===== src/rtl/fft_sequencer_if.sv =====
// Control bus of the FFT pair sequencer: start/stall requests in,
// AGU stage/pair issue and write/status strobes out.
interface fft_sequencer_if #(
    parameter int N = 32
);
    localparam int LOG2N   = $clog2(N);
    localparam int STAGE_W = $clog2(LOG2N);
    localparam int PAIR_W  = $clog2(N / 2);

    logic               i_start;
    logic               i_stall;
    logic [STAGE_W-1:0] o_stage;
    logic [PAIR_W-1:0]  o_pair_id;
    logic               o_valid;
    logic               o_last_pair;
    logic               o_wr_en;
    logic               o_busy;
    logic               o_done;

    // Controller side: requests an FFT and observes progress.
    modport master (
        output i_start, i_stall,
        input  o_stage, o_pair_id, o_valid, o_last_pair, o_wr_en, o_busy, o_done
    );

    // Sequencer side.
    modport slave (
        input  i_start, i_stall,
        output o_stage, o_pair_id, o_valid, o_last_pair, o_wr_en, o_busy, o_done
    );
endinterface


===== src/rtl/fft_sequencer.sv =====
// FFT butterfly sequencer: walks every stage and pair of an N-point radix-2
// FFT, drains the datapath between stages so the next stage never reads a
// location still waiting to be written, and mirrors each issued pair as a
// memory write strobe PIPE_DEPTH+1 cycles later.
module fft_sequencer #(
    parameter int N          = 32,
    parameter int PIPE_DEPTH = 4
) (
    input logic           i_clk,
    input logic           i_reset,
    fft_sequencer_if.slave bus
);
    localparam int LOG2N   = $clog2(N);
    localparam int STAGE_W = $clog2(LOG2N);
    localparam int PAIR_W  = $clog2(N / 2);
    localparam int CNT_W   = $clog2(PIPE_DEPTH + 2);

    localparam logic [STAGE_W-1:0] LAST_STAGE  = STAGE_W'(LOG2N - 1);
    localparam logic [PAIR_W-1:0]  LAST_PAIR   = PAIR_W'(N / 2 - 1);
    localparam logic [PAIR_W-1:0]  PENULT_PAIR = PAIR_W'(N / 2 - 2);
    localparam logic [CNT_W-1:0]   DRAIN_LOAD  = CNT_W'(PIPE_DEPTH + 1);
    localparam logic [CNT_W-1:0]   CNT_ONE     = CNT_W'(1);

    typedef enum logic [1:0] {IDLE, RUN, DRAIN, DONE} state_t;

    state_t              r_state;
    logic [STAGE_W-1:0]  r_stage;
    logic [PAIR_W-1:0]   r_pairId;
    logic                r_valid;
    logic                r_lastPair;
    logic                r_busy;
    logic                r_done;
    logic [CNT_W-1:0]    r_drainCnt;
    logic [PIPE_DEPTH:0] r_wrPipe;

    // Sequencer FSM; every output is computed one edge ahead so it is a flop.
    // pair_id always shows the next pair to issue, valid says whether it goes.
    always_ff @(posedge i_clk or posedge i_reset) begin
        if (i_reset) begin
            r_state    <= IDLE;
            r_stage    <= '0;
            r_pairId   <= '0;
            r_valid    <= 1'b0;
            r_lastPair <= 1'b0;
            r_busy     <= 1'b0;
            r_done     <= 1'b0;
            r_drainCnt <= '0;
        end else begin
            r_done <= 1'b0;
            case (r_state)
                IDLE: begin
                    if (bus.i_start) begin
                        r_state    <= RUN;
                        r_stage    <= '0;
                        r_pairId   <= '0;
                        r_valid    <= !bus.i_stall;
                        r_lastPair <= 1'b0;
                        r_busy     <= 1'b1;
                    end
                end
                RUN: begin
                    if (r_valid && (r_pairId == LAST_PAIR)) begin
                        r_state    <= DRAIN;
                        r_valid    <= 1'b0;
                        r_lastPair <= 1'b0;
                        r_drainCnt <= DRAIN_LOAD;
                    end else if (r_valid) begin
                        r_pairId   <= r_pairId + PAIR_W'(1);
                        r_valid    <= !bus.i_stall;
                        r_lastPair <= !bus.i_stall && (r_pairId == PENULT_PAIR);
                    end else begin
                        r_valid    <= !bus.i_stall;
                        r_lastPair <= !bus.i_stall && (r_pairId == LAST_PAIR);
                    end
                end
                DRAIN: begin
                    if (r_drainCnt == CNT_ONE) begin
                        r_drainCnt <= '0;
                        r_pairId   <= '0;
                        if (r_stage == LAST_STAGE) begin
                            r_state <= DONE;
                            r_stage <= '0;
                            r_busy  <= 1'b0;
                            r_done  <= 1'b1;
                        end else begin
                            r_state <= RUN;
                            r_stage <= r_stage + STAGE_W'(1);
                            r_valid <= !bus.i_stall;
                        end
                    end else begin
                        r_drainCnt <= r_drainCnt - CNT_ONE;
                    end
                end
                DONE: begin
                    r_state <= IDLE;
                end
                default: begin
                    r_state <= IDLE;
                end
            endcase
        end
    end

    // Write-strobe delay line models the AGU register plus the datapath; it
    // shifts every cycle so strobes keep flowing through stalls and drains.
    always_ff @(posedge i_clk or posedge i_reset) begin
        if (i_reset) begin
            r_wrPipe <= '0;
        end else begin
            r_wrPipe <= {r_wrPipe[PIPE_DEPTH-1:0], r_valid};
        end
    end

    assign bus.o_stage     = r_stage;
    assign bus.o_pair_id   = r_pairId;
    assign bus.o_valid     = r_valid;
    assign bus.o_last_pair = r_lastPair;
    assign bus.o_wr_en     = r_wrPipe[PIPE_DEPTH];
    assign bus.o_busy      = r_busy;
    assign bus.o_done      = r_done;
endmodule

===== src/flat_wrapper.sv =====
// flat-port wrapper written by rule: the top's interface ports become plain ports
module fft_sequencer_flat 
#(
    parameter int N          = 32,
    parameter int PIPE_DEPTH = 4
)
  (i_clk, i_reset, bus_i_start, bus_i_stall, bus_o_stage, bus_o_pair_id, bus_o_valid, bus_o_last_pair, bus_o_wr_en, bus_o_busy, bus_o_done);
  fft_sequencer_if #(.N(N)) bus_i ();
  input logic i_clk;
  input logic i_reset;
  input wire logic [$bits(bus_i.i_start)-1:0] bus_i_start;
  input wire logic [$bits(bus_i.i_stall)-1:0] bus_i_stall;
  output wire logic [$bits(bus_i.o_stage)-1:0] bus_o_stage;
  output wire logic [$bits(bus_i.o_pair_id)-1:0] bus_o_pair_id;
  output wire logic [$bits(bus_i.o_valid)-1:0] bus_o_valid;
  output wire logic [$bits(bus_i.o_last_pair)-1:0] bus_o_last_pair;
  output wire logic [$bits(bus_i.o_wr_en)-1:0] bus_o_wr_en;
  output wire logic [$bits(bus_i.o_busy)-1:0] bus_o_busy;
  output wire logic [$bits(bus_i.o_done)-1:0] bus_o_done;
  assign bus_i.i_start = bus_i_start;
  assign bus_i.i_stall = bus_i_stall;
  assign bus_o_stage = bus_i.o_stage;
  assign bus_o_pair_id = bus_i.o_pair_id;
  assign bus_o_valid = bus_i.o_valid;
  assign bus_o_last_pair = bus_i.o_last_pair;
  assign bus_o_wr_en = bus_i.o_wr_en;
  assign bus_o_busy = bus_i.o_busy;
  assign bus_o_done = bus_i.o_done;
  fft_sequencer #(.N(N), .PIPE_DEPTH(PIPE_DEPTH)) u_core (.i_clk(i_clk), .i_reset(i_reset), .bus(bus_i));
endmodule

===== config.mk =====
export PLATFORM = sky130hd
export DESIGN_NAME = fft_sequencer_flat
export DESIGN_NICKNAME = d
export VERILOG_FILES = /design/src/rtl/fft_sequencer_if.sv /design/src/rtl/fft_sequencer.sv /design/src/flat_wrapper.sv
export SDC_FILE = /design/constraint.sdc
export NUM_CORES = 1
export LEC_CHECK = 0
export ABC_AREA = 1
export BUFFER_PORTS_ARGS = -buffer_cell sky130_fd_sc_hd__buf_2
export CAP_MARGIN = 25
export CORE_MARGIN = 4
export CORE_UTILIZATION = 30
export DETAILED_ROUTE_END_ITERATION = 16
export GPL_TIMING_DRIVEN = 0
export HOLD_SLACK_MARGIN = 0.1
export MAX_ROUTING_LAYER = met4
export SLEW_MARGIN = 5
export SYNTH_ARGS = -nofsm -noshare
export SYNTH_HDL_FRONTEND = slang
export SYNTH_SLANG_ARGS = --single-unit

===== constraint.sdc =====
create_clock -name i_clk -period 1.65 [get_ports i_clk]
set_clock_uncertainty 0.2 [all_clocks]
set_input_delay 0.0825 -clock i_clk [delete_from_list [all_inputs] [get_ports i_clk]]
set_output_delay 0.0825 -clock i_clk [all_outputs]
set_load 0.01 [all_outputs]

Word-level counts from Yosys, hierarchy flattened

Index checks and enable logic that the tools add are counted.
W data, S select, Z words.

Flip-flop bits (word level): 21

Add/subtract/negate cells: 3
Eq/ne operators: 14
Muxes and demuxes: 33
Reduce and logical (&&, ||, !) cells: 16

Operators with widths:

| cell                  | number |
|---|---|
| $mux W4               | 4 |
| $mux W3               | 5 |
| $mux W1               | 13 |
| $pmux W3 S2           | 2 |
| $pmux W4 S3           | 1 |
| $eq A4 B4 Y1 const B  | 2 |
| $mux W2               | 4 |
| $ne A2 B1 Y1 const B  | 4 |
| $pmux W2 S4           | 1 |
| $reduce_and A4 Y1     | 2 |
| $ne A2 B2 Y1 const B  | 3 |
| $reduce_and A3 Y1     | 2 |
| $reduce_bool A2 Y1    | 3 |
| $reduce_and A5 Y1     | 1 |
| $add A4 B1 Y4 const B | 1 |
| $eq A2 B2 Y1 const B  | 2 |
| $pmux W1 S2           | 2 |
| $reduce_and A2 Y1     | 2 |
| $add A3 B1 Y3 const B | 1 |
| $eq A3 B1 Y1 const B  | 1 |
| $eq A3 B3 Y1 const B  | 1 |
| $logic_and A1 B1 Y1   | 3 |
| $pmux W1 S3           | 1 |
| $reduce_bool A3 Y1    | 1 |
| other kinds (4)       | 4 |

Longest topological paths before layout

Depth after elaboration: 5
Mapped depth: 8

Worst setup path after synthesis

No wires, ideal clock.

Path type: reg2reg
Start: register u_core.r_pairId[1] (netlist: u_core.bus.o_pair_id[1])
End: register u_core.r_pairId[3] (netlist: u_core.bus.o_pair_id[3])
Setup time: 65 ps
Arrival time: 1,237 ps
Required time: 1,385 ps
Slack: 148 ps
Cell stages (with the launch flop): 8
Buffers on the path: 0
Path through: dfrtp_1 -> ha_1 -> nand3_1 -> nor2_1 -> nand2_4 -> nand3_2 -> nand2_1 -> nand2_1

Longest elaborated chain between the ends: 4

Ends and longest elaborated chain:

| what                                                    | RTL line                                 | text |
|---|---|---|
| start: declaration                                      | fft_sequencer.sv:28                      | `logic [PAIR_W-1:0] r_pairId;` |
| start signal: assignment                                | fft_sequencer.sv:68                      | `r_pairId <= r_pairId + PAIR_W'(1);` |
| $add A4 B1 Y4 / $eq A4 B4 Y1 (equally long branches)    | fft_sequencer.sv:68, fft_sequencer.sv:62 |  |
| $mux W4 / $logic_and A1 B1 Y1 (equally long branches)   | fft_sequencer.sv:67, fft_sequencer.sv:62 |  |
| $mux W4 / $ne A2 B2 Y1 (equally long branches)          | -                                        |  |
| $pmux W4 S3 / $reduce_and A5 Y1 (equally long branches) | -                                        |  |

Parallel ways exist; a longest one is shown, timed or not. The select of a mux whose other input is x is not followed.
A chain may end at the register's enable or synchronous reset.

Worst setup path in the final report

Start: register u_core.r_drainCnt[1]
End: register u_core.r_pairId[2] (netlist: u_core.bus.o_pair_id[2])

Longest elaborated chain between the ends: 3

Ends and longest elaborated chain:

| what                               | RTL line            | text |
|---|---|---|
| start: declaration                 | fft_sequencer.sv:33 | `logic [CNT_W-1:0] r_drainCnt;` |
| start signal: assignment           | fft_sequencer.sv:91 | `r_drainCnt <= r_drainCnt - CNT_ONE;` |
| $eq A3 B1 Y1                       | fft_sequencer.sv:77 | `if (r_drainCnt == CNT_ONE) begin` |
| $ne A2 B1 Y1 (no source line)      | -                   |  |
| $reduce_and A5 Y1 (no source line) | -                   |  |

No other way between the ends.

==> summary.txt <==
Routing
  – Initial DRC count: 99
  – Post-route ant nets: 0
  – First-pass DRT Iterations: 4
  – Vias per inst: 4.520
  – WL per Instance: 10.88 um
  – Residual DRC: 0
  – Via Count: 895
  – DRT Wirelength: 2154 um

Critical path
  – CP Buf/Inv Count: 1
  – Worst path cell trace: inv_1 -> ha_1 -> nand2_1 -> nand2_1 -> nand2_1 -> nor2_4 -> nand3_1 -> nand2_1
  – Critical path launch point type: flip-flop
  – Crit path top cell by count: nand2_1
  – WP data arrival: 1590 ps
  – CP Class: flip-flop to flip-flop
  – Max FO, Critical Path: 4
  – CP Capture Type: flip-flop
  – CP peak stage delay: 400 ps
  – Crit path required time: 1700 ps
  – Slowest stage cell, crit path: dfrtp_1
  – Critical path's top delay family: simple AND/OR/NAND/NOR gates

Yosys
  – Syn Inst Count: 130
  – Unique cell type count in the Yosys netlist: 21
  – Syn avg cell area: 8.345 sq um
  – Post-synthesis mux area share: 0%
  – Largest family of logic cells by synthesized area: simple AND/OR/NAND/NOR gates
  – Compound-Gate Fraction of Synth Area: 6.344%
  – Synth Area in Simple Gates: 31.26%
  – Yosys reg bits: 21
  – Yosys warns: 0
  – Post-synth EDFFs: 0
  – Post-Synth XOR/XNOR Area: 0.8074%
  – Synth Cell Area: 1085 sq um
  – Top post-synthesis cells by area: dfrtp_1 (48%), nand2_1 (12%), ha_1 (6.9%), nand3_1 (6.0%), inv_1 (4.5%)
  – Synth Area in Adders: 6.920%
  – Share of the synthesized area in the top cell type: 48.44%
  – Ys flop type: dfrtp_1
  – Post-synth top area cell: dfrtp_1
  – Seq/Total Area, Yosys: 48.44%
  – Syn nets: 140
  – Asr flop ratio synth: 100.0%

GRT
  – Initial antenna violation count: 0
  – Number of global-route vias before repair: 840
  – Largest net degree at the start of global routing: 22
  – First-pass GRT wire length: 3636 um
  – Overflow after GRT: 0
  – GRT Total Usage: 10.58%

Placement
  – # port buffers: 15
  – Pre-CTS WS: 75.63 ps
  – DP Cell Count: 191
  – Routability Congestion: 0.8340
  – Placed cell area: 1217 sq um
  – DP Wirelength: 1606 um

Clock network
  – CTS sink count: 21
  – CTS buffer count: 3
  – H-tree depth: 1
  – Root buffer cell: clkbuf_4
  – Setup Buffers After CTS: 0
  – CTS max path bufs: 2
  – Clk pin slew, worst setup/hold paths: 110 ps
  – Worst-Skew Late Latency: 300 ps
  – CTS tree: done

Power and ir drop
  – Leak: 0.6885 nW
  – Power Density: 1596 nW/um^2
  – Power Total: 2.055 mW
  – VDD IR max: 0.3541 mV

Cells and area
  – Final Util: 37.69%
  – Layout Cells excl Fill: 198
  – Antenna diodes: 0
  – Share of cells above drive strength 1: 24.34%
  – Post-route cell area: 1287 sq um
  – Synth-to-layout area growth: 18.68%
  – Final nets: 163

Die
  – Number of I/O pins: 16
  – Die H: 68.13 um
  – Die ar.: 4642 sq um
  – Core box area: 3416 sq um
  – # rows: 21
  – Starting Density: 31.76%
  – Die Wd: 68.13 um

STA
  – Post-route setup slack: 113.3 ps
  – Slew Limit Fails: 0
  – Period minus WS final: 1537 ps
  – Fin crit share: 93.13%
  – Slew Limit Headroom: 47.42%
  – Unrepaired setup endpoints after global routing: false
  – Setup TNS: 0 ps
  – Fin. Hold Viols: 0
  – Least-Margin Pin Slew: 787.9 ps
  – Max Fclk: 650.8 MHz
  – WHS: 159.9 ps
  – Final setup violating endpoints: 0

Hold path
  – Hold Path Class: flip-flop to flip-flop

Status
  – Status: completed

Run
  – Number of max-cap violations: 0
[Yosys cell counts, types with 2 or more instances]
library cell,n
o21ai_0,3
nand2_2,4
dfrtp_1,21
inv_2,3
ha_1,6
nand4_1,4
a21oi_1,3
nand3_2,2
nand2_1,36
inv_1,13
nand3_1,13
o21ai_1,5
nor2_1,9
[logic make-up after synthesis]
logic type               count (synthesis)
AND/OR/NAND/NOR                         72
flip-flops                              21
buffers and inverters                   17
AO/OA/AOI/OAI                           13
adder cells (fa/ha/maj)                  6
XOR/XNOR                                 1
[flip-flops by register name, summed over array words and instances, names as in the netlist]
register                count
u_core.bus.o_stage          3
u_core.bus.o_pair_id        4
u_core.r_state              2
u_core.bus.o_last_pair      1
u_core.bus.o_done           1
u_core.bus.o_busy           1
u_core.r_drainCnt           3
u_core.r_wrPipe             5
u_core.bus.o_valid          1
[worst reg2reg max path: stages (launching register included)]
cell and delay [ps]:
dfrtp_1 400, inv_1 80, ha_1 190, nand2_1 110
nand2_1 120, nand2_1 90, nor2_4 130, nand3_1 90
nand2_1 70
[metal layers]
| metal | GRT usage (%) | vias up | routed length (um) |
|---|---|---|---|
| met5 | - | - | 0 |
| li1 | - | 464 | - |
| met4 | 5.211 | 0 | 15 |
| met2 | 17.09 | 13 | 1057 |
| met1 | 13.24 | 416 | 1023 |
| met3 | 0.9852 | 2 | 58 |
[path summary, 6_finish.rpt]
check / startpoint / end / slack [ps] / cells past startpoint
max in group asynchronous: i_reset / u_core.bus.o_pair_id[0] / 460 / 3
max: u_core.r_drainCnt[1] / u_core.bus.o_pair_id[2] / 110 / 8
min reg2reg: u_core.r_wrPipe[0] / u_core.r_wrPipe[1] / 160 / 0
min: u_core.r_wrPipe[0] / u_core.r_wrPipe[1] / 160 / 0
max reg2reg: u_core.r_drainCnt[1] / u_core.bus.o_pair_id[2] / 110 / 8
min in group asynchronous: i_reset / u_core.bus.o_stage[2] / 250 / 3
[where the power goes]
group	switching [mW]	internal, mW
Sequential	0.159	0.711
Clock	0.153	0.0905
Combinational	0.607	0.334
[what timing repair did]
item / CTS / global route
gates resized for setup: 0 / 5
hold buffers: 3 / 0
setup endpoints to repair: 0 / 8
endpoints found under the hold margin: 30 / 0
[layout make-up]
cell class,count,area [sq um]
multi-input cells,92,501.7
repair buffers,18,105.1
clock inverters,1,5.005
well taps,46,57.56
fillers,360,2128
flip-flops and latches,21,528.0
plain buffers,1,7.507
clock buffers,3,22.52
inverters,16,60.06
[layout by cell type (no fill, tap or decap), types with 4 or more instances in the layout]
cell,count
nand2_1,36
dfrtp_1,19
inv_1,13
nor2_1,8
nand3_1,13
nand2_2,4
buf_2,15
ha_1,5
o21ai_1,5
nand4_1,4
Note: power is estimated with default switching activity, not from simulation.
